<file path="config.mk">
export PLATFORM = sky130hd
export DESIGN_NAME = pwm_capture
export DESIGN_NICKNAME = d
export VERILOG_FILES = /design/src/rtl/pwm_capture.sv
export SDC_FILE = /design/constraint.sdc
export NUM_CORES = 1
export LEC_CHECK = 0
export CORE_AREA = 2 2 84 86
export DETAILED_ROUTE_END_ITERATION = 16
export DIE_AREA = 0 0 86 88
export PLACE_DENSITY_LB_ADDON = 0.25
export SYNTH_ARGS = -nofsm -noshare
export SYNTH_HDL_FRONTEND = slang
export SYNTH_SLANG_ARGS = --single-unit
</file>
<file path="constraint.sdc">
create_clock -name clk -period 3 [get_ports clk]
set_input_delay 0.9 -clock clk [delete_from_list [all_inputs] [get_ports clk]]
set_output_delay 0.9 -clock clk [all_outputs]
set_load 0.005 [all_outputs]
</file>
<file path="src/rtl/pwm_capture.sv">
// Measures period and high time of an external PWM waveform, packed as {period-1, high-1}.
// Latency: SYNC_STAGES+1 cycles from a pwm_in rising edge to cap_valid; no backpressure, each result overwrites the last.
module pwm_capture #(
    parameter int SYNC_STAGES = 2,
    parameter int CNT_W       = 8
) (
    input  logic               clk,
    input  logic               reset,
    input  logic               pwm_in,
    output logic [2*CNT_W-1:0] cap_reg,
    output logic               cap_valid,
    output logic               no_signal,
    output logic               in_level
);

    typedef enum logic [1:0] {
        IDLE,
        HIGH,
        LOW
    } state_t;

    localparam logic [CNT_W:0] CNT_ONE = {{CNT_W{1'b0}}, 1'b1};
    localparam logic [CNT_W:0] CNT_MAX = {1'b1, {CNT_W{1'b0}}};

    state_t                 state;
    logic [SYNC_STAGES-1:0] sync_q;
    logic                   s;
    logic                   s_d;
    logic                   rise;
    logic                   fall;
    logic [CNT_W:0]         per_cnt;
    logic [CNT_W:0]         hi_cnt;
    logic [CNT_W-1:0]       per_field;
    logic [CNT_W-1:0]       hi_field;

    assign s        = sync_q[SYNC_STAGES-1];
    assign in_level = s;
    assign rise     = s & ~s_d;
    assign fall     = ~s & s_d;

    // Truncating before subtracting wraps a full 2^CNT_W period to all-ones.
    assign per_field = per_cnt[CNT_W-1:0] - 1'b1;
    assign hi_field  = hi_cnt[CNT_W-1:0] - 1'b1;

    always_ff @(posedge clk or negedge reset) begin
        if (!reset) begin
            sync_q    <= '0;
            s_d       <= 1'b0;
            state     <= IDLE;
            per_cnt   <= '0;
            hi_cnt    <= '0;
            cap_reg   <= '0;
            cap_valid <= 1'b0;
            no_signal <= 1'b1;
        end else begin
            sync_q    <= {sync_q[SYNC_STAGES-2:0], pwm_in};
            s_d       <= s;
            cap_valid <= 1'b0;
            case (state)
                IDLE: begin
                    if (rise) begin
                        state   <= HIGH;
                        per_cnt <= CNT_ONE;
                        hi_cnt  <= CNT_ONE;
                    end
                end
                HIGH: begin
                    if (per_cnt == CNT_MAX) begin
                        state     <= IDLE;
                        no_signal <= 1'b1;
                        per_cnt   <= '0;
                        hi_cnt    <= '0;
                    end else if (fall) begin
                        state   <= LOW;
                        per_cnt <= per_cnt + 1'b1;
                    end else begin
                        per_cnt <= per_cnt + 1'b1;
                        hi_cnt  <= hi_cnt + 1'b1;
                    end
                end
                LOW: begin
                    // A rise wins over the timeout so a period of exactly 2^CNT_W is legal.
                    if (rise) begin
                        state     <= HIGH;
                        cap_reg   <= {per_field, hi_field};
                        cap_valid <= 1'b1;
                        no_signal <= 1'b0;
                        per_cnt   <= CNT_ONE;
                        hi_cnt    <= CNT_ONE;
                    end else if (per_cnt == CNT_MAX) begin
                        state     <= IDLE;
                        no_signal <= 1'b1;
                        per_cnt   <= '0;
                        hi_cnt    <= '0;
                    end else begin
                        per_cnt <= per_cnt + 1'b1;
                    end
                end
                default: begin
                    state   <= IDLE;
                    per_cnt <= '0;
                    hi_cnt  <= '0;
                end
            endcase
        end
    end

endmodule

</file>
==> results_dict.tcl <==
set metrics [dict create \
    status "finished clean" \
    clock_skew_ns 0.00456 \
    cp_cell_sequence "clkdlybuf4s50_1" \
    die_x_microns 86 \
    fin_crit_ns 2.23 \
    p_sw_w 0.000862 \
    clk_pin_slew_worst_paths_ns 0.08 \
    maxCapViolations 0 \
    slowest_stage "dfstp_2" \
    grt_pass1_vias 1620 \
    cellPowerDensity_nw_per_um2 931 \
    comb_power_share_pct 41.2 \
    worstPathArrival_ns 1.33 \
    end_kind "primary output" \
    worstPathRequired_ns 2.10 \
    syn_inst 239 \
    track_usage_pct 13.0 \
    fin_nets 263 \
    seqPwrFrac_pct 33.7 \
    port-buffer-count 21 \
    slowest_delay_ns 0.54 \
    ant_nets 0 \
    post_cts_resized 0 \
    worstSkewPairLatency_ns 0.30 \
    drtPass1Iterations 4 \
    synth.yosys.seq_area_share_pct 44.3 \
    post_drt_wl_per_cell_microns 13.5 \
    die_area_sq_um 7570 \
    cts_hold_buffers 0 \
    synth_nets 251 \
    synthDistinctLibCells 51 \
    rsz0062_at_grt "no" \
    p_sw_share_pct 35.1 \
    ir_drop_v 0.000250 \
    grt_pass1_wl_mm 7.82 \
    grt_max_degree 41 \
    dp.cells 324 \
    synth_seq_cells 40 \
    worstPathMaxFanout 2 \
    synth_area_sq_um 2260 \
    row_count 30 \
    routed_wl_mm 4.48 \
    cts_buffers 5 \
    final_cell_mix "39 x dfrtp_1, 32 x nand2_1, 20 x clkdlybuf4s50_1" \
    start_util_pct 34.1 \
    largest_reg_flops 16 \
    antenna_found_initial 0 \
    finalSetupViolations 0 \
    dieHeight_microns 88 \
    htreeDepth 2 \
    detail_route.vias_per_cell 5.03 \
    ys.flop_type "dfrtp_1" \
    drt_iter0_drc 80 \
    clock_sinks 40 \
    hold_slack_ns 0.354 \
    finalSetupTns_ns 0 \
    ys_async_sr_fraction_pct 100 \
    hold_viol 0 \
    drc 0 \
    fin_cells 332 \
    layout_worst_path_cycle_share_pct 74.5 \
    grt_overflow 0 \
    num_vias 1671 \
    ys_warn_count 0 \
    p_int_w 0.00160 \
    final_common_cell "dfrtp_1" \
    hp-class "register to register" \
    hpwl_mm 3.20 \
    final-max-slew-violation-count 0 \
    synth_edf_count 0 \
    areaGrowthSynthToFinish_pct 16.6 \
    critPathTopFamily "flip-flops" \
    postSynthAreaPerCell_sq_um 9.48 \
    gp_congestion 0.795 \
    cts_root_buf "clkbuf_8" \
    power.leakage_nw 1.10 \
    layout-drive-gt1-share_pct 7.14 \
    worst_slew_pin_slew_ns 0.879 \
    io_pins 22 \
    num_antenna_cells 0 \
    fmax_mhz 447 \
    clockBufferDepth 2 \
    clkPwrFrac_pct 25.0 \
    criticalPathCategory "register to primary output" \
    slew-limit-headroom_pct 41.4 \
    crit_path_start_kind "register" \
    path_buf_inv 1 \
    cts_tree "done" \
    cts_setup_buffers 0 \
    core_sq_um 6640 \
]
==> cell usage after synthesis, types with 2 or more instances <==
| cell | number | area (sq um) |
|---|---|---|
| nand2b_1 | 3 | 18.8 |
| o31ai_1 | 3 | 22.5 |
| nor2_1 | 18 | 67.6 |
| nand4_1 | 2 | 12.5 |
| o211ai_1 | 4 | 30.0 |
| ha_1 | 9 | 113 |
| o21ai_0 | 15 | 75.1 |
| a41oi_1 | 2 | 17.5 |
| a21oi_1 | 9 | 45.0 |
| inv_1 | 16 | 60.1 |
| nand3_1 | 5 | 25.0 |
| nor4_4 | 2 | 42.5 |
| xor2_1 | 3 | 26.3 |
| a211oi_1 | 5 | 37.5 |
| o311ai_0 | 5 | 43.8 |
| buf_4 | 2 | 15.0 |
| nand2_1 | 32 | 120 |
| clkbuf_1 | 5 | 18.8 |
| nor4b_1 | 2 | 17.5 |
| buf_6 | 2 | 22.5 |
| xnor2_1 | 16 | 140 |
| buf_2 | 7 | 35.0 |
| dfrtp_1 | 39 | 976 |
| nor2b_1 | 2 | 12.5 |
| o32ai_1 | 2 | 17.5 |
| nor3_1 | 4 | 20.0 |
==> per-layer routing <==
layer  vias up  part of all wire, %  global-route usage [%]
met5         -                    0                       0
met4         0                  1.5                    5.05
met3         8                  4.1                    3.02
met2        25                   41                    19.0
met1       786                   53                    18.7
li1        852                    -                       -
==> final cells by class <==
class	count	area, sq um
Fill cell	673	4000
Multi-Input combinational cell	166	1110
Sequential cell	40	1000
Timing Repair Buffer	22	213
Tap cell	80	100
Clock inverter	3	90.1
Clock buffer	5	68.8
Inverter	16	60.1
==> per-stage QoR <==
step	setup WS, ns	utilization, %	cell area [sq um]	power [W]
finish	0.765	39.7	2640	0.00246
global placement	0.914	37.3	2480	0.00184
CTS	0.756	39.7	2640	0.00249
global route	0.613	39.7	2640	0.00265
detailed placement	0.811	37.3	2480	0.00187
floorplan	1.35	-	2260	0.00152
==> kinds of logic (layout without fill, tap and decap cells) <==
kind of cell / count (synthesis) / in the layout / share of synthesized area, %
simple gates: 79 / 79 / 18.3
fa+ha+maj: 10 / 10 / 5.41
compound gates: 57 / 57 / 17.3
flops: 40 / 40 / 44.3
buf+inv: 33 / 46 / 6.91
xor+xnor: 19 / 19 / 7.35
mux: 1 / 1 / 0.497
==> power groups by stage <==
stage,clock [W],sequential (W),combinational (W)
4_1_cts,0.000630,0.000831,0.00103
6_report,0.000616,0.000828,0.00101
3_3_place_gp,0,0.000839,0.00101
3_5_place_dp,0,0.000843,0.00103
5_1_grt,0.000648,0.000855,0.00115
2_1_floorplan,0,0.000775,0.000741
==> path summary, 6_finish.rpt <==
kind / from / to / slack, ns / cells after the start
max: no_signal / no_signal / 0.77 / 1
max reg2reg: state[0] / state[0] / 0.83 / 6
max in group asynchronous: reset / hi_cnt[6] / 1.74 / 1
min: sync_q[0] / sync_q[1] / 0.35 / 0
min in group asynchronous: reset / per_cnt[4] / 0.72 / 1
min reg2reg: sync_q[0] / sync_q[1] / 0.35 / 0
Note: power is estimated with default switching activity, not from simulation.
